**src/rtl/rob_wb_arbiter.sv**
```systemverilog
// rob_wb_arbiter
// Merges the writeback streams of the reservation stations (RS) and the
// load/store buffer (LSB) onto the reorder buffer's single result-write port.
// Each producer feeds its own small registered FIFO, so a result that loses
// arbitration waits in its FIFO and is never dropped. The FIFO heads are
// granted round-robin.
//
// Ports
//   clk_in, rst_in          clock (rising edge); asynchronous active-low reset
//   rdy_in                  global enable; low freezes all state
//   predict_fail            flush every buffered result
//   rs_valid/tag/val/ready  RS result input handshake
//   lsb_valid/tag/val/ready LSB result input handshake
//   out_valid/tag/val/src   granted result to the ROB (src 0 = RS, 1 = LSB)
//   out_ready               ROB accepts the presented result
//   rs_count, lsb_count     FIFO occupancy
//
// Handshake: a transfer happens at a rising edge exactly when valid && ready
// are both high. ready never depends on valid, and while out_valid=1 and
// out_ready=0 the presented result holds unless predict_fail or rdy_in=0
// intervenes.
module rob_wb_arbiter #(
  parameter int DEPTH = 2,
  parameter int TAG_W = 4,
  parameter int VAL_W = 32
) (
  input  logic                     clk_in,
  input  logic                     rst_in,
  input  logic                     rdy_in,
  input  logic                     predict_fail,
  input  logic                     rs_valid,
  input  logic [TAG_W-1:0]         rs_tag,
  input  logic [VAL_W-1:0]         rs_val,
  output logic                     rs_ready,
  input  logic                     lsb_valid,
  input  logic [TAG_W-1:0]         lsb_tag,
  input  logic [VAL_W-1:0]         lsb_val,
  output logic                     lsb_ready,
  output logic                     out_valid,
  output logic [TAG_W-1:0]         out_tag,
  output logic [VAL_W-1:0]         out_val,
  output logic                     out_src,
  input  logic                     out_ready,
  output logic [$clog2(DEPTH):0]   rs_count,
  output logic [$clog2(DEPTH):0]   lsb_count
);

  localparam int PW = $clog2(DEPTH);
  localparam int CW = PW + 1;
  localparam int EW = TAG_W + VAL_W;

  // Index 0 is the RS FIFO, index 1 the LSB FIFO.
  logic [EW-1:0] mem [2][DEPTH];
  logic [PW-1:0] head [2];
  logic [PW-1:0] tail [2];
  logic [CW-1:0] cnt  [2];
  logic          rr_pri;   // 0: RS wins a tie, 1: LSB wins a tie

  logic [EW-1:0] in_ent [2];
  logic [1:0]    in_valid;
  logic [1:0]    can_acc;
  logic [1:0]    nonempty;
  logic [1:0]    push;
  logic [1:0]    pop;
  logic          active;
  logic          sel_lsb;
  logic          grant;
  logic [EW-1:0] head_ent;

  assign in_ent[0] = {rs_tag, rs_val};
  assign in_ent[1] = {lsb_tag, lsb_val};
  assign in_valid  = {lsb_valid, rs_valid};

  assign active = rdy_in && !predict_fail;

  // Readiness looks only at the current count, so a full FIFO stays
  // not-ready even in a cycle where its head is being granted.
  always_comb begin
    can_acc  = '0;
    nonempty = '0;
    push     = '0;
    for (int s = 0; s < 2; s++) begin
      can_acc[s]  = active && (cnt[s] != CW'(DEPTH));
      nonempty[s] = (cnt[s] != '0);
      push[s]     = in_valid[s] && can_acc[s];
    end
  end

  // While in reset the producers see ready=1 so they are not stalled by
  // a block that is about to come up empty.
  assign rs_ready  = !rst_in || can_acc[0];
  assign lsb_ready = !rst_in || can_acc[1];

  assign sel_lsb   = nonempty[1] && (!nonempty[0] || rr_pri);
  assign out_valid = active && (nonempty[0] || nonempty[1]);
  assign head_ent  = sel_lsb ? mem[1][head[1]] : mem[0][head[0]];
  assign out_tag   = out_valid ? head_ent[EW-1:VAL_W] : '0;
  assign out_val   = out_valid ? head_ent[VAL_W-1:0]  : '0;
  assign out_src   = out_valid && sel_lsb;

  assign grant  = out_valid && out_ready;
  assign pop[0] = grant && !sel_lsb;
  assign pop[1] = grant && sel_lsb;

  assign rs_count  = cnt[0];
  assign lsb_count = cnt[1];

  // Storage is not reset; an entry is only visible once its count says so.
  always_ff @(posedge clk_in) begin
    for (int s = 0; s < 2; s++) begin
      if (push[s]) mem[s][tail[s]] <= in_ent[s];
    end
  end

  // DEPTH is a power of two, so pointers wrap DEPTH-1 -> 0 naturally.
  always_ff @(posedge clk_in or negedge rst_in) begin
    if (!rst_in) begin
      for (int s = 0; s < 2; s++) begin
        head[s] <= '0;
        tail[s] <= '0;
        cnt[s]  <= '0;
      end
      rr_pri <= 1'b0;
    end else if (rdy_in) begin
      if (predict_fail) begin
        for (int s = 0; s < 2; s++) begin
          head[s] <= '0;
          tail[s] <= '0;
          cnt[s]  <= '0;
        end
        rr_pri <= 1'b0;
      end else begin
        for (int s = 0; s < 2; s++) begin
          if (push[s]) tail[s] <= tail[s] + PW'(1);
          if (pop[s])  head[s] <= head[s] + PW'(1);
          if (push[s] && !pop[s])      cnt[s] <= cnt[s] + CW'(1);
          else if (!push[s] && pop[s]) cnt[s] <= cnt[s] - CW'(1);
        end
        // The source just served loses priority for the next tie.
        if (grant) rr_pri <= ~sel_lsb;
      end
    end
  end

endmodule

```
**config.mk**
```make
export PLATFORM = sky130hd
export DESIGN_NAME = rob_wb_arbiter
export DESIGN_NICKNAME = d
export VERILOG_FILES = /design/src/rtl/rob_wb_arbiter.sv
export SDC_FILE = /design/constraint.sdc
export NUM_CORES = 1
export LEC_CHECK = 0
export BUFFER_PORTS_ARGS = -buffer_cell sky130_fd_sc_hd__buf_2
export CORE_UTILIZATION = 40
export DETAILED_ROUTE_END_ITERATION = 12
export PLACE_DENSITY = 0.74
export REMOVE_ABC_BUFFERS = 1
export SETUP_SLACK_MARGIN = 0.02
export SYNTH_ARGS = -nofsm -noshare
export SYNTH_HDL_FRONTEND = slang
export SYNTH_SLANG_ARGS = --single-unit
```
**constraint.sdc**
```tcl
create_clock -name clk_in -period 4.5 [get_ports clk_in]
set_input_delay 0.45 -clock clk_in [delete_from_list [all_inputs] [get_ports clk_in]]
set_output_delay 0.45 -clock clk_in [all_outputs]
set_load 0.03 [all_outputs]
```
==> qor.csv <==
metric,value,unit
RSZ-0062 raised after global routing,no,
DRC,0,
Worst setup EP type,primary output,
maximum vdd drop,0.259,mV
number of max-cap violations,0,
synthesized area,6640,sq um
clk slew on worst S/H paths,0.06,ns
clk_skew,0.00510,ns
Nets,593,
global route overflow,0,
min-delay worst type,input port to flip-flop,
Synthesis Warnings,0,
Commonest cells post-synth,"edfxtp_1, a211oi_2, nor2b_1, mux2i_1",
Worst R2R Start,lsb_count[0],
fraction of layout cells with a size suffix above 1,44.9,%
Pins Over Slew Limit,0,
syn avg cell area,17.0,sq um
top-area cell type share of the netlist area,65.1,%
met3 usage,5.46,%
Area Overhead vs Synth,20.1,%
initial DRC count,151,
initial core utilization,41.4,%
fin crit period,2.96,ns
DP HPWL,8540,microns
port buffer count,122,
"Most Used Layer, Global Route",met2,
status,"complete, no violations",
worst hold path startpoint,rs_val[1],
Total Routed Length,13200,microns
Clock Latency Late Sink,0.41,ns
Worst Path Arrival,2.51,ns
WL/cell,17.8,microns
n_diodes,0,
Async SR Flop Fraction,5.88,%
Finished Core Util,49.7,%
GR Util All Layers,16.5,%
largest net degree at the start of global routing,75,
"worst slack, placed",1.98,ns
Via density,5.09,
ys flop type,edfxtp_1,
Mapped Cells,390,
Synth area leaders,"edfxtp_1, a211oi_2, mux2i_1, nor2b_1, dfrtp_1",
PD cells,563,nW/um^2
"area leader, netlist",edfxtp_1,
"EDFF count, synth",144,
routing usage on met1,19.3,%
Slew @ Worst Pin,0.935,ns
P_leak,0.00283,uW
final setup vio count,0,
final hold vios,0,
maximum clock frequency,338,MHz
first-pass GRT wire length,20500,microns
vias in the first global route,3927,
1st-pass router iterations,4,
WS Path Type,flip-flop to primary output,
clk buf depth,2,
"Max FO, Critical Path",28,
slew margin rel.,37.6,%
setup ws final,1.54,ns
antenna violations before repair,1,
row count,46,
die area,17100,sq um
WP data required,4.05,ns
I/O pin cnt,123,
most common cell in the netlist,edfxtp_1,
Tcrit/Tclk final,65.8,%
Root Buffer,clkbuf_16,
CORE AREA,16100,sq um
die width,131,microns
synth unique cells,48,
sequential-to-total area share from yosys stat,68.5,%
Overall Power,4490,uW
Num CTS Buffers,17,
CP Launch Type,flip-flop,
H-tree Lvls,4,
GPL Wtd Cong,0.785,
CTS tree,yes,
Die Y,131,microns
"FF+latch count, synth",153,
clk sink count,153,
Post-DRT Antenna Nets,0,
Critical Path Start,lsb_count[0],
met2 global-route usage,28.7,%
DR vias,3778,
## sequential cells by signal, summed over array words and instances, names as in the netlist
signal,count
rr_pri,1
head,2
rs_count,2
mem,144
tail,2
lsb_count,2
## report_power, final
part | switching, uW | internal [uW] | total (uW)
Clock | 537 | 751 | 1290
Sequential | 187 | 1660 | 1850
Combinational | 842 | 510 | 1350
Total | 1570 | 2920 | 4490
## path summary, 6_finish.rpt
path / depth (start not counted) / slack (ns) / to
worst max register to register: 3 / 2.56 / mem[0][115]
min in group asynchronous: 2 / 0.44 / lsb_count[1]
worst max-delay path: 5 / 1.54 / out_tag[0]
worst min register to register: 1 / 0.53 / rr_pri
worst min-delay path: 1 / 0.22 / mem[0][37]
max in group asynchronous: 2 / 3.83 / head[0]
## per-layer routing
layer  routed length, microns  share of wire (%)
met1                     5660                 43
met2                     6780                 51
met3                      653                4.9
met4                      127               0.96
met5                        0                  0
## cells in the final DEF, fill, tap and decap left out, types with 5 or more instances in the layout
| cell type | netlist | layout |
|---|---|---|
| a211oi_1 | 10 | 10 |
| a211oi_2 | 62 | 62 |
| buf_2 | 7 | 122 |
| buf_4 | 10 | 9 |
| clkbuf_16 | 0 | 17 |
| clkinv_2 | 0 | 5 |
| dfrtp_1 | 9 | 7 |
| edfxtp_1 | 144 | 144 |
| inv_1 | 7 | 7 |
| mux2i_1 | 36 | 36 |
| nor2b_1 | 38 | 38 |
| o21ai_0 | 7 | 7 |
## worst max-delay path, stage by stage, from the launching register on
cell and delay, ns:
dfrtp_1 0.54, o21bai_4 0.58, buf_12 0.29, a211oi_2 0.07, a211oi_2 0.32, buf_2 0.26
## timing repair
action / 4_1_cts / 5_1_grt
hold buffers: 1 / 0
gates resized for setup: 0 / 0
endpoints found under the hold margin: 9 / 0
setup buffers: 0 / 0
## area by class of cell
cell class              instances  area (sq um)
fillers                      1369          8080
clock inverters                13           106
flip-flops and latches        153          4550
well taps                     216           270
clock buffers                  18           429
repair buffers                134           728
inverters                       7          26.3
multi-input cells             201          1860
## cell families after synthesis
| kind of cell | count (synthesis) | synth area share, % |
|---|---|---|
| flops | 153 | 68.5 |
| compound gates | 101 | 16.3 |
| simple gates | 62 | 5.73 |
| mux | 36 | 5.43 |
| buf+inv | 36 | 3.79 |
| xor+xnor | 2 | 0.264 |
## metrics by stage
| stage | hold slack, ns | TNS (ns) | area (sq um) | instances |
|---|---|---|---|---|
| 2_1_floorplan | 0.154 | -23.64 | 6420 | 361 |
| 3_3_place_gp | 0.320 | 0 | 7430 | 710 |
| 3_5_place_dp | 0.328 | 0 | 7430 | 710 |
| 4_1_cts | 0.198 | 0 | 7980 | 742 |
| 5_1_grt | 0.195 | 0 | 7980 | 742 |
| 6_report | 0.222 | 0 | 7980 | 742 |
Note: power is estimated with default switching activity, not from simulation.
